[src/rtl/dsa_cmd_pkg.sv]
// Shared definitions for the DSA 16-bit command-word protocol.
// Used by both the command master and the command decoder.
package dsa_cmd_pkg;

    localparam logic [3:0] TYPE_NOP       = 4'd0;
    localparam logic [3:0] TYPE_WRITE_REG = 4'd1;
    localparam logic [3:0] TYPE_READ_REG  = 4'd2;
    localparam logic [3:0] TYPE_WRITE_MEM = 4'd3;
    localparam logic [3:0] TYPE_READ_MEM  = 4'd4;

    typedef enum logic [3:0] {
        REG_0        = 4'd0,
        REG_1        = 4'd1,
        REG_2        = 4'd2,
        REG_3        = 4'd3,
        REG_4        = 4'd4,
        REG_5        = 4'd5,
        REG_6        = 4'd6,
        REG_7        = 4'd7,
        REG_8        = 4'd8,
        REG_9        = 4'd9,
        REG_10       = 4'd10,
        REG_MEM_DATA = 4'd11,
        REG_12       = 4'd12,
        REG_13       = 4'd13,
        REG_14       = 4'd14,
        REG_15       = 4'd15
    } reg_addr_e;

    typedef enum logic [1:0] {
        OP_WRITE_REG = 2'd0,
        OP_READ_REG  = 2'd1,
        OP_WRITE_MEM = 2'd2,
        OP_READ_MEM  = 2'd3
    } req_op_e;

    function automatic logic [15:0] encode_cmd(input logic [3:0] addr,
                                               input logic [3:0] cmd_type,
                                               input logic [7:0] data);
        return {addr, cmd_type, data};
    endfunction

    localparam logic [15:0] CMD_NOP    = 16'h0000;
    localparam logic [15:0] CMD_MEM_RD = {4'(REG_MEM_DATA), TYPE_READ_REG, 8'h00};

endpackage

[src/rtl/dsa_cmd_master.sv]
// On-chip initiator for the DSA command-word protocol: encodes transactions,
// holds each word, inserts NOP separators and captures read-back data.
module dsa_cmd_master
    import dsa_cmd_pkg::*;
#(
    parameter int HOLD_CYCLES = 4,
    parameter int RD_LAT      = 6
) (
    input  logic        clk,
    input  logic        rst,
    input  logic        req_valid,
    output logic        req_ready,
    input  logic [1:0]  req_op,
    input  logic [3:0]  req_reg,
    input  logic [7:0]  req_data,
    output logic [15:0] cmd_word,
    input  logic [15:0] rd_word,
    output logic        rsp_valid,
    output logic [7:0]  rsp_data,
    output logic [15:0] words_sent,
    output logic [15:0] seps_sent
);

    localparam int CNT_MAX = (HOLD_CYCLES > RD_LAT) ? HOLD_CYCLES : RD_LAT;
    localparam int CNT_W   = $clog2(CNT_MAX + 1);
    localparam logic [CNT_W-1:0] HOLD_LAST = CNT_W'(HOLD_CYCLES - 1);
    localparam logic [CNT_W-1:0] RD_LAST   = CNT_W'(RD_LAT - 1);

    typedef enum logic [2:0] {
        ST_IDLE,
        ST_SEP,
        ST_ISSUE,
        ST_ISSUE2,
        ST_RDWAIT
    } state_e;

    state_e            state_q, state_d;
    logic [CNT_W-1:0]  cnt_q, cnt_d;
    logic [15:0]       cmd_q, cmd_d;
    logic [15:0]       pend_q, pend_d;
    req_op_e           op_q, op_d;
    logic              second_q, second_d;
    logic              rsp_valid_q, rsp_valid_d;
    logic [7:0]        rsp_data_q, rsp_data_d;
    logic [15:0]       words_q, words_d;
    logic [15:0]       seps_q, seps_d;

    logic              load;
    logic [15:0]       load_word;
    logic              load_second;
    logic              rd_exit;
    logic [15:0]       first_word;
    logic              unused_rd_hi;

    assign unused_rd_hi = ^rd_word[15:8];

    always_comb begin
        first_word = CMD_NOP;
        case (req_op_e'(req_op))
            OP_WRITE_REG: first_word = encode_cmd(req_reg, TYPE_WRITE_REG, req_data);
            OP_READ_REG:  first_word = encode_cmd(req_reg, TYPE_READ_REG, 8'h00);
            OP_WRITE_MEM: first_word = encode_cmd(4'h0, TYPE_WRITE_MEM, req_data);
            OP_READ_MEM:  first_word = encode_cmd(4'h0, TYPE_READ_MEM, 8'h00);
            default:      first_word = CMD_NOP;
        endcase
    end

    always_comb begin
        state_d     = state_q;
        cnt_d       = cnt_q;
        cmd_d       = cmd_q;
        pend_d      = pend_q;
        op_d        = op_q;
        second_d    = second_q;
        rsp_valid_d = 1'b0;
        rsp_data_d  = rsp_data_q;
        words_d     = words_q;
        seps_d      = seps_q;
        load        = 1'b0;
        load_word   = CMD_NOP;
        load_second = 1'b0;
        rd_exit     = 1'b0;

        case (state_q)
            ST_IDLE: begin
                if (req_valid) begin
                    op_d      = req_op_e'(req_op);
                    load      = 1'b1;
                    load_word = first_word;
                end
            end
            ST_SEP: begin
                if (cnt_q == HOLD_LAST) begin
                    load        = 1'b1;
                    load_word   = pend_q;
                    load_second = second_q;
                end else begin
                    cnt_d = cnt_q + 1'b1;
                end
            end
            ST_ISSUE: begin
                if (cnt_q == HOLD_LAST) begin
                    case (op_q)
                        OP_READ_REG: rd_exit = 1'b1;
                        OP_READ_MEM: begin
                            load        = 1'b1;
                            load_word   = CMD_MEM_RD;
                            load_second = 1'b1;
                        end
                        default:     state_d = ST_IDLE;
                    endcase
                end else begin
                    cnt_d = cnt_q + 1'b1;
                end
            end
            ST_ISSUE2: begin
                if (cnt_q == HOLD_LAST) begin
                    rd_exit = 1'b1;
                end else begin
                    cnt_d = cnt_q + 1'b1;
                end
            end
            ST_RDWAIT: begin
                if (cnt_q >= RD_LAST) begin
                    rsp_valid_d = 1'b1;
                    rsp_data_d  = rd_word[7:0];
                    state_d     = ST_IDLE;
                end else begin
                    cnt_d = cnt_q + 1'b1;
                end
            end
            default: state_d = ST_IDLE;
        endcase

        // Read latency is counted from visibility of the read word, so the
        // hold count carries straight on into the wait.
        if (rd_exit) begin
            if (RD_LAT <= HOLD_CYCLES) begin
                rsp_valid_d = 1'b1;
                rsp_data_d  = rd_word[7:0];
                state_d     = ST_IDLE;
            end else begin
                cnt_d   = cnt_q + 1'b1;
                state_d = ST_RDWAIT;
            end
        end

        // The decoder only acts on a change, so a repeated word is preceded by a NOP.
        if (load) begin
            cnt_d    = '0;
            words_d  = words_q + 16'd1;
            second_d = load_second;
            if (load_word == cmd_q) begin
                cmd_d   = CMD_NOP;
                pend_d  = load_word;
                seps_d  = seps_q + 16'd1;
                state_d = ST_SEP;
            end else begin
                cmd_d   = load_word;
                state_d = load_second ? ST_ISSUE2 : ST_ISSUE;
            end
        end
    end

    always_ff @(posedge clk or posedge rst) begin
        if (rst) begin
            state_q     <= ST_IDLE;
            cnt_q       <= '0;
            cmd_q       <= CMD_NOP;
            pend_q      <= CMD_NOP;
            op_q        <= OP_WRITE_REG;
            second_q    <= 1'b0;
            rsp_valid_q <= 1'b0;
            rsp_data_q  <= 8'h00;
            words_q     <= 16'd0;
            seps_q      <= 16'd0;
        end else begin
            state_q     <= state_d;
            cnt_q       <= cnt_d;
            cmd_q       <= cmd_d;
            pend_q      <= pend_d;
            op_q        <= op_d;
            second_q    <= second_d;
            rsp_valid_q <= rsp_valid_d;
            rsp_data_q  <= rsp_data_d;
            words_q     <= words_d;
            seps_q      <= seps_d;
        end
    end

    assign req_ready  = (state_q == ST_IDLE) && !rst;
    assign cmd_word   = cmd_q;
    assign rsp_valid  = rsp_valid_q;
    assign rsp_data   = rsp_data_q;
    assign words_sent = words_q;
    assign seps_sent  = seps_q;

endmodule

[config.mk]
export PLATFORM = sky130hd
export DESIGN_NAME = dsa_cmd_master
export DESIGN_NICKNAME = d
export VERILOG_FILES = /design/src/rtl/dsa_cmd_pkg.sv /design/src/rtl/dsa_cmd_master.sv
export SDC_FILE = /design/constraint.sdc
export NUM_CORES = 1
export LEC_CHECK = 0
export CAP_MARGIN = 20
export CELL_PAD_IN_SITES_DETAIL_PLACEMENT = 0
export CELL_PAD_IN_SITES_GLOBAL_PLACEMENT = 1
export CORE_UTILIZATION = 43
export DETAILED_ROUTE_END_ITERATION = 6
export DONT_BUFFER_PORTS = 1
export HOLD_SLACK_MARGIN = 0.08
export PLACE_DENSITY_LB_ADDON = 0.1
export SLEW_MARGIN = 20
export SYNTH_ARGS = -nofsm -noshare
export SYNTH_HDL_FRONTEND = slang
export SYNTH_SLANG_ARGS = --single-unit
[constraint.sdc]
create_clock -name clk -period 3.29 [get_ports clk]
set_input_delay 0.4935 -clock clk [delete_from_list [all_inputs] [get_ports clk]]
set_output_delay 0.4935 -clock clk [all_outputs]
set_load 0.03 [all_outputs]
==> results of run 1 <==
-- cell type report --
class                      instances  share of cell area
tap                              129              0.0356
multi-input combinational        266               0.420
sequential                        82               0.453
clock buffer                      10              0.0304
inverter                          24              0.0202
clock inverter                     3             0.00939
timing repair buffer              19              0.0315
-- registers in the layout, indices dropped and copies added, names as in the netlist --
signal and flops:
cmd_word 16, cnt_q 3, op_q 2, pend_q 16, rsp_data 8, rsp_valid 1, second_q 1, seps_sent 16
state_q 3, words_sent 16
-- cell usage in the layout (no fill, tap or decap), types with 2 or more instances in the layout --
master / n
dfrtp_1: 82
nand2_1: 44
inv_1: 23
xnor2_1: 23
o21ai_0: 19
buf_4: 19
nor2_1: 17
xor2_1: 17
and3_1: 16
nor3_1: 14
mux2_2: 11
nand4_1: 10
clkbuf_8: 10
nand3_1: 9
ha_1: 9
o2bb2ai_1: 8
a32oi_1: 7
mux2i_1: 6
nor4_1: 5
and2_1: 5
o31ai_1: 4
a22oi_1: 4
a21oi_1: 4
and4_1: 3
nor3_2: 3
nor4bb_1: 2
or2_2: 2
a22o_1: 2
o21a_1: 2
o22a_1: 2
clkinv_2: 2
a211oi_1: 2
-- where the power goes --
group,switching (mW),internal (mW),leakage (nW)
clock network,0.347,0.358,0.0901
logic,0.632,0.460,1.05
registers,0.558,1.24,1.02
total,1.54,2.06,2.16
-- cells by family (layout without fill, tap and decap cells) --
kind of cell / after synthesis / in the layout / synth area share
AND/OR/NAND/NOR: 139 / 139 / 0.190
XOR/XNOR: 41 / 41 / 0.0889
multiplexers: 17 / 17 / 0.0446
adder cells (fa/ha/maj): 9 / 9 / 0.0273
buffers and inverters: 38 / 56 / 0.0422
AO/OA/AOI/OAI: 60 / 60 / 0.110
flip-flops: 82 / 82 / 0.498
-- per-layer routing --
metal | wire length (um) | vias to the layer above
met3 | 391 | 9
met2 | 4340 | 54
met5 | 0 | -
li1 | - | 1387
met4 | 112 | 0
met1 | 4120 | 1420
-- Yosys cell counts, types with 5 or more instances --
cell / count
a32oi_1: 7
and2_1: 5
and3_1: 16
clkbuf_1: 6
dfrtp_1: 82
ha_1: 9
inv_1: 24
mux2_2: 11
mux2i_1: 6
nand2_1: 44
nand3_1: 9
nand4_1: 10
nor2_1: 17
nor3_1: 15
nor4_1: 5
o21ai_0: 19
o2bb2ai_1: 8
xnor2_1: 23
xor2_1: 17
-- worst max path at each step --
| stage | slack, ps | to |
|---|---|---|
| floorplan | 340 | seps_sent[12] |
| global placement | 230 | seps_sent[12] |
| detailed placement | 190 | seps_sent[12] |
| CTS | 180 | seps_sent[12] |
| global route | 10 | pend_q[3] |
| finish | 210 | seps_sent[12] |
-- stage by stage --
stage | total power [mW] | utilization | hold WS (ps) | instance area [um^2] | std cells
after floorplan | 2.60 | - | 450 | 4120 | 386
after global placement | 2.90 | 0.469 | 459 | 4350 | 520
after detailed placement | 2.92 | 0.469 | 465 | 4350 | 520
after CTS | 3.65 | 0.488 | 85.6 | 4530 | 533
after global routing | 3.83 | 0.488 | 119 | 4530 | 533
final | 3.59 | 0.488 | 81.2 | 4530 | 533
==> impl_metrics.ini, run 1 <==
[grt]
gr-usage-met2 = 0.314
busiest_layer = met2
globalRouteMet1Util = 0.251
grt_pass1_vias = 2906
grt_max_degree = 38
overflow = 0
grt_usage = 0.194
use_met3 = 0.0522
grt_pass1_wl_um = 14700
antenna_found_initial = 0

[cells_and_area]
nFillCells = 899
multi_input_area_um2 = 1900
ff_latch_area_um2 = 2050
area_delta_synth_final_pct = 9.86
fin_nets = 444
diodes = 0
drive_above_1_share = 0.149

[floorplanning]
ios = 91
num_rows = 35
core_area_um2 = 9280
die-area_um2 = 9990
fp.dieW_um = 99.9
die_h_um = 99.9
initial_utilization = 0.444

[setup_path]
path_class = flop to flop
start_kind = flop
path_depth = 9
r2r_end = seps_sent[12]
slowest_stage = or4_4
r2r-start = cnt_q[0]
crit_chain = ha_1 -> ha_1 -> and4bb_4 -> a22oi_2 -> o2bb2ai_1 -> a2111oi_4 -> nand4_4 -> or4_4 -> xnor2_2
crit_path_end_kind = flop
crit_fanout = 16
rrSetupSlack_ps = 210
max_stage_delay_ps = 580
arrival_ps = 3310
worst-path-buf-inv = 0
cp.required_ps = 3520
worst_path_dominant_cell_family = simple AND/OR/NAND/NOR gates
cp-startpoint = cnt_q[0]
reg2regPathDepth = 9
cpMostUsedCell = ha_1

[sta]
setup_ws_ps = 207
relSlewSlack = 0.561
fin_crit_sh = 0.937
final.setup.tns_ps = 0
timing.fmax_mhz = 324
clock_skew_ps = 13.7
drv_slew = 0
worstMarginPinSlew_ps = 656
rsz0062_at_grt = false
hold_viol = 0
fin_crit_ps = 3080
finalSetupViolCount = 0

[route]
wl_per_cell_um = 16.8
drtPass1Iterations = 4
routed_wl_um = 8960
drt_iter0_markers = 81
antenna_left = 0
drc = 0
via_per_inst = 5.38
routed-via-count = 2870

[clocking]
cts_tree = yes
cts.sinks = 82
post_cts_buffers = 0
root_buffer = clkbuf_8
clkTransAtPathRegs_ps = 80
cts_htree_levels = 3
numCtsBuffers = 9
cts_hold_buf = 0
clock_path_buffers = 2
post_cts_resized = 0
clock_latency_ps = 350

[logic_synthesis]
yosysWarnings = 0
synth_edf_count = 0
syn_inst = 386
avgSynthCellArea_um2 = 10.7
yosysSeqAreaShare = 0.498
synth.top_cell.area_share = 0.498
ys_seq_elements = 82
netlist_area_um2 = 4120
synth_top_area_cell = dfrtp_1
yosys-top-cells-area = dfrtp_1 (50%), xnor2_1 (4.9%), nand2_1 (4.0%)
synthArstFlopShare = 1.00
synth_fp_nets = 428
synthFlopType = dfrtp_1
synth.distinct_cells = 49

[placement]
post-place-ws_ps = 187
place_congestion = 0.732
port_buffers = 0
post-dp-hpwl_um = 6320

[pwr]
ir_drop_uv = 355
power_density_nw_per_um2 = 793
p_leak_nw = 2.16

[outcome]
outcome = complete, no violations

[flow_run]
maxCapViolations = 0

[min_path]
hp-class = input port to async pin
Note: power is estimated with default switching activity, not from simulation.
==> run 2, diff against run 1 <==
- CORE_UTILIZATION: 43 -> 35
- GPL_ROUTABILITY_DRIVEN: unset -> 0
==> impl_metrics.ini, run 2 (synthesis results as in run 1) <==
[outcome]
outcome = complete, no violations

[pwr]
seqPwrFrac = 0.451
clockPowerShare = 0.260
power.switching_mw = 1.66
ir_drop_uv = 502
power_density_nw_per_um2 = 842
swShare = 0.416
p_leak_nw = 2.24
combPwrFrac = 0.289
p_int_mw = 2.33

[placement]
dpl-instance-area_um2 = 4390
port_buffers = 0
dp.cells = 535
post-dp-hpwl_um = 6680

[floorplanning]
die-area_um2 = 12200
ios = 91
die_h_um = 111
initial_utilization = 0.360
fp.dieW_um = 111
num_rows = 39
core_area_um2 = 11500

[clocking]
cts.sinks = 82
clkTransAtPathRegs_ps = 60
cts_tree = yes
clock_path_buffers = 2
numCtsBuffers = 9
cts_htree_levels = 3
root_buffer = clkbuf_16
clock_latency_ps = 340

[cells_and_area]
layout_commonest_cell = dfrtp_1
fin_area_um2 = 4740
fin_nets = 449
final_cell_mix = dfrtp_1 (82), nand2_1 (44), inv_1 (23), xnor2_1 (23), buf_4 (22)
drive_above_1_share = 0.167
diodes = 0
layout.cells.non_filler = 555
area_delta_synth_final_pct = 14.8
fin_util = 0.413

[route]
via_per_inst = 5.17
antenna_left = 0
drt_iter0_markers = 97
drc = 0
wl_per_cell_um = 17.3
drtPass1Iterations = 5
routed_wl_um = 9610
routed-via-count = 2869

[setup_path]
cp-startpoint = cnt_q[0]
crit_fanout = 16
crit_path_end_kind = flop
cp.required_ps = 3510
r2r-start = cnt_q[0]
path_class = flop to flop
start_kind = flop
arrival_ps = 3260

[grt]
overflow = 0
grt_pass1_vias = 3036
grt_usage = 0.173
grt_max_degree = 62
grt_pass1_wl_um = 16400
antenna_found_initial = 0

[flow_run]
maxCapViolations = 0

[sta]
fin_crit_ps = 3040
worstMarginPinSlew_ps = 586
relSlewSlack = 0.608
rsz0062_at_grt = false
drv_slew = 0
clock_skew_ps = 5.12
finalSetupViolCount = 0
hold_viol = 0
final.setup.tns_ps = 0
fin_crit_sh = 0.925
timing.fmax_mhz = 329
whs_ps = 268

[min_path]
hp-class = input port to flop
min_from = req_op[1]
-- run 2: changes by cell type in the layout (fill, tap and decap cells not counted) --
cell | previous run | this run
buf_12 | 0 | 1
buf_4 | 19 | 22
clkbuf_16 | 0 | 9
clkbuf_8 | 10 | 0
clkinv_4 | 0 | 2
dlygate4sd3_1 | 0 | 1
inv_6 | 0 | 2
nor4_1 | 5 | 3
nor4_2 | 0 | 2
-- run 2: power by group through the flow --
stage          clock network (mW)  logic, mW  registers, mW
6_report                     1.03       1.15           1.80
3_3_place_gp                    0       1.13           1.82
3_5_place_dp                    0       1.14           1.82
5_1_grt                      1.11       1.31           1.84
4_1_cts                      1.07       1.15           1.80
2_1_floorplan                   0      0.867           1.73
-- run 2: cell type report --
cell class,instances,area [um^2]
fill,1102,6730
multi-input combinational,266,1920
timing repair buffer,24,195
sequential,82,2050
inverter,24,91.3
clock inverter,7,77.6
tap,143,179
clock buffer,9,225
-- run 2: metrics by stage --
stage | power, mW | setup WS, ps
after floorplan | 2.60 | 341
after global placement | 2.95 | 205
after detailed placement | 2.97 | 187
after CTS | 4.03 | 168
after global routing | 4.26 | 32.0
final | 3.99 | 248
-- run 2: repair_timing --
item | 4_1_cts | 5_1_grt
endpoints found under the hold margin | 21 | 0
setup endpoints to repair | 0 | 3
hold buffers | 1 | 0
gates resized for setup | 0 | 2
setup buffers | 0 | 3
-- run 2: path summary, 6_finish.rpt --
kind	cells past startpoint	to	slack, ps
worst max-delay path	9	seps_sent[12]	250
worst min register to register	1	second_q	490
max in group asynchronous	3	cmd_word[7]	2000
worst min-delay path	2	op_q[1]	270
min in group asynchronous	2	pend_q[2]	620
worst max register to register	9	seps_sent[12]	250
-- run 2: worst max-delay path: stages, from the launching register on --
cell	delay, ps
dfrtp_1	420
ha_1	210
ha_1	220
and4bb_4	300
a22oi_2	300
o2bb2ai_1	150
a2111oi_4	370
nand4_4	210
or4_4	570
xnor2_2	140
-- run 2: metal layers --
layer | share of wire | track usage
met1 | 0.46 | 0.223
met5 | 0 | 0
met3 | 0.053 | 0.0467
met2 | 0.47 | 0.268
met4 | 0.020 | 0.0827
==> run 3, diff against run 2 <==
- CORE_ASPECT_RATIO: unset -> 0.6
- CTS_CLUSTER_SIZE: unset -> 12
==> impl_metrics.ini, run 3 (synthesis results as in run 1) <==
[floorplanning]
core_area_um2 = 11400
num_rows = 30
fp.dieW_um = 142
die_h_um = 86.1
die-area_um2 = 12200
initial_utilization = 0.363
ios = 91

[setup_path]
reg2regPathDepth = 10
slowest_stage = or4_4
cpMostUsedCell = ha_1
crit_chain = ha_1 -> ha_1 -> and4bb_4 -> a22oi_2 -> o2bb2ai_1 -> a2111oi_4 -> nand4_4 -> buf_12 -> or4_4 -> xnor2_2
path_class = flop to flop
cp.required_ps = 3500
start_kind = flop
r2r-start = cnt_q[0]
r2r_end = seps_sent[12]
crit_path_end_kind = flop
worst-path-buf-inv = 1
rrSetupSlack_ps = 140
worst_path_dominant_cell_family = simple AND/OR/NAND/NOR gates
crit_fanout = 11
max_stage_delay_ps = 520
arrival_ps = 3370

[pwr]
power.switching_mw = 1.66
power_density_nw_per_um2 = 832
seqPwrFrac = 0.457
p_int_mw = 2.28
clockPowerShare = 0.250
p_leak_nw = 2.23
total_power_mw = 3.94
swShare = 0.422
combPwrFrac = 0.293
ir_drop_uv = 358

[sta]
drv_slew = 0
fin_crit_sh = 0.958
hold_viol = 0
fin_crit_ps = 3150
timing.fmax_mhz = 317
finalSetupViolCount = 0
relSlewSlack = 0.534
final.setup.tns_ps = 0
clock_skew_ps = 9.59
worstMarginPinSlew_ps = 698
setup_ws_ps = 138
whs_ps = 115

[cells_and_area]
nFillCells = 1112
fin_area_um2 = 4740
final_cell_mix = dfrtp_1 (82), nand2_1 (44), buf_4 (24)
ff_latch_area_um2 = 2050
diodes = 0
multi_input_area_um2 = 1900
drive_above_1_share = 0.169
fin_nets = 450
area_delta_synth_final_pct = 14.8
layout_commonest_cell = dfrtp_1

[grt]
grt_pass1_wl_um = 15900
overflow = 0
grt_pass1_vias = 2797
grt_usage = 0.172
antenna_found_initial = 0
grt_max_degree = 41

[route]
drt_iter0_markers = 150
wl_per_cell_um = 17.3
antenna_left = 0
via_per_inst = 5.08
drtPass1Iterations = 4
drc = 0
routed_wl_um = 9900
routed-via-count = 2911

[clocking]
cts.sinks = 82
clkTransAtPathRegs_ps = 70
clock_path_buffers = 2
cts_hold_buf = 0
cts_htree_levels = 3
numCtsBuffers = 9
root_buffer = clkbuf_16
clock_latency_ps = 340
cts_tree = yes

[placement]
dpl-instance-area_um2 = 4400
post-dp-hpwl_um = 7140
port_buffers = 0
post-place-ws_ps = 131

[outcome]
outcome = complete, no violations

[flow_run]
maxCapViolations = 0

[min_path]
hp-class = input port to async pin
==> run 3: changes by cell type in the layout (fill, tap and decap cells not counted), sizes merged <==
cell / before / now
clkinv: 4 / 1
buf: 23 / 25
clkinvlp: 1 / 3
bufinv: 1 / 0
clkbuf: 9 / 10
dlygate4sd3: 1 / 0
inv: 25 / 26
==> run 3: final cells by class <==
class	instances	area share
inverter	24	0.0193
clock inverter	6	0.0103
sequential	82	0.433
timing repair buffer	25	0.0423
tap	160	0.0423
multi-input combinational	266	0.402
clock buffer	10	0.0505
==> run 3: power by group through the flow <==
stage	clock [mW]	sequential, mW	combinational, mW
finish	0.987	1.80	1.15
global route	1.06	1.84	1.30
CTS	1.02	1.80	1.12
detailed placement	0	1.82	1.11
global placement	0	1.82	1.10
floorplan	0	1.73	0.867
==> run 3: worst max-delay path by stage <==
stage / startpoint / endpoint / slack [ps] / cells past startpoint
floorplan: cnt_q[0] / seps_sent[12] / 340 / 10
global placement: cnt_q[0] / seps_sent[12] / 150 / 9
detailed placement: cnt_q[0] / pend_q[15] / 130 / 10
CTS: cnt_q[0] / pend_q[15] / 90 / 10
global route: cnt_q[0] / seps_sent[12] / -8 / 10
finish: cnt_q[0] / seps_sent[12] / 140 / 10
==> run 3: layer usage <==
metal,vias to the layer above,part of all wire,track usage
li1,1413,-,-
met3,7,0.058,0.0614
met2,52,0.41,0.233
met5,-,0,0
met4,0,0.0072,0.0401
met1,1439,0.53,0.257
==> run 3: metrics by stage <==
| step | instances | utilization |
|---|---|---|
| 3_3_place_gp | 552 | 0.387 |
| 5_1_grt | 573 | 0.416 |
| 3_5_place_dp | 552 | 0.387 |
| 4_1_cts | 568 | 0.412 |
| 2_1_floorplan | 386 | - |
| 6_report | 573 | 0.416 |
==> run 3: worst register-to-register path, cell delays in order (launching register included) <==
cell	delay, ps
dfrtp_1	420
ha_1	220
ha_1	230
and4bb_4	290
a22oi_2	300
o2bb2ai_1	160
a2111oi_4	380
nand4_4	180
buf_12	180
or4_4	520
xnor2_2	140
==> run 3: timing repair <==
action	in CTS	in global routing
buffers inserted	0	5
setup endpoints to repair	0	7
gates resized for setup	0	1
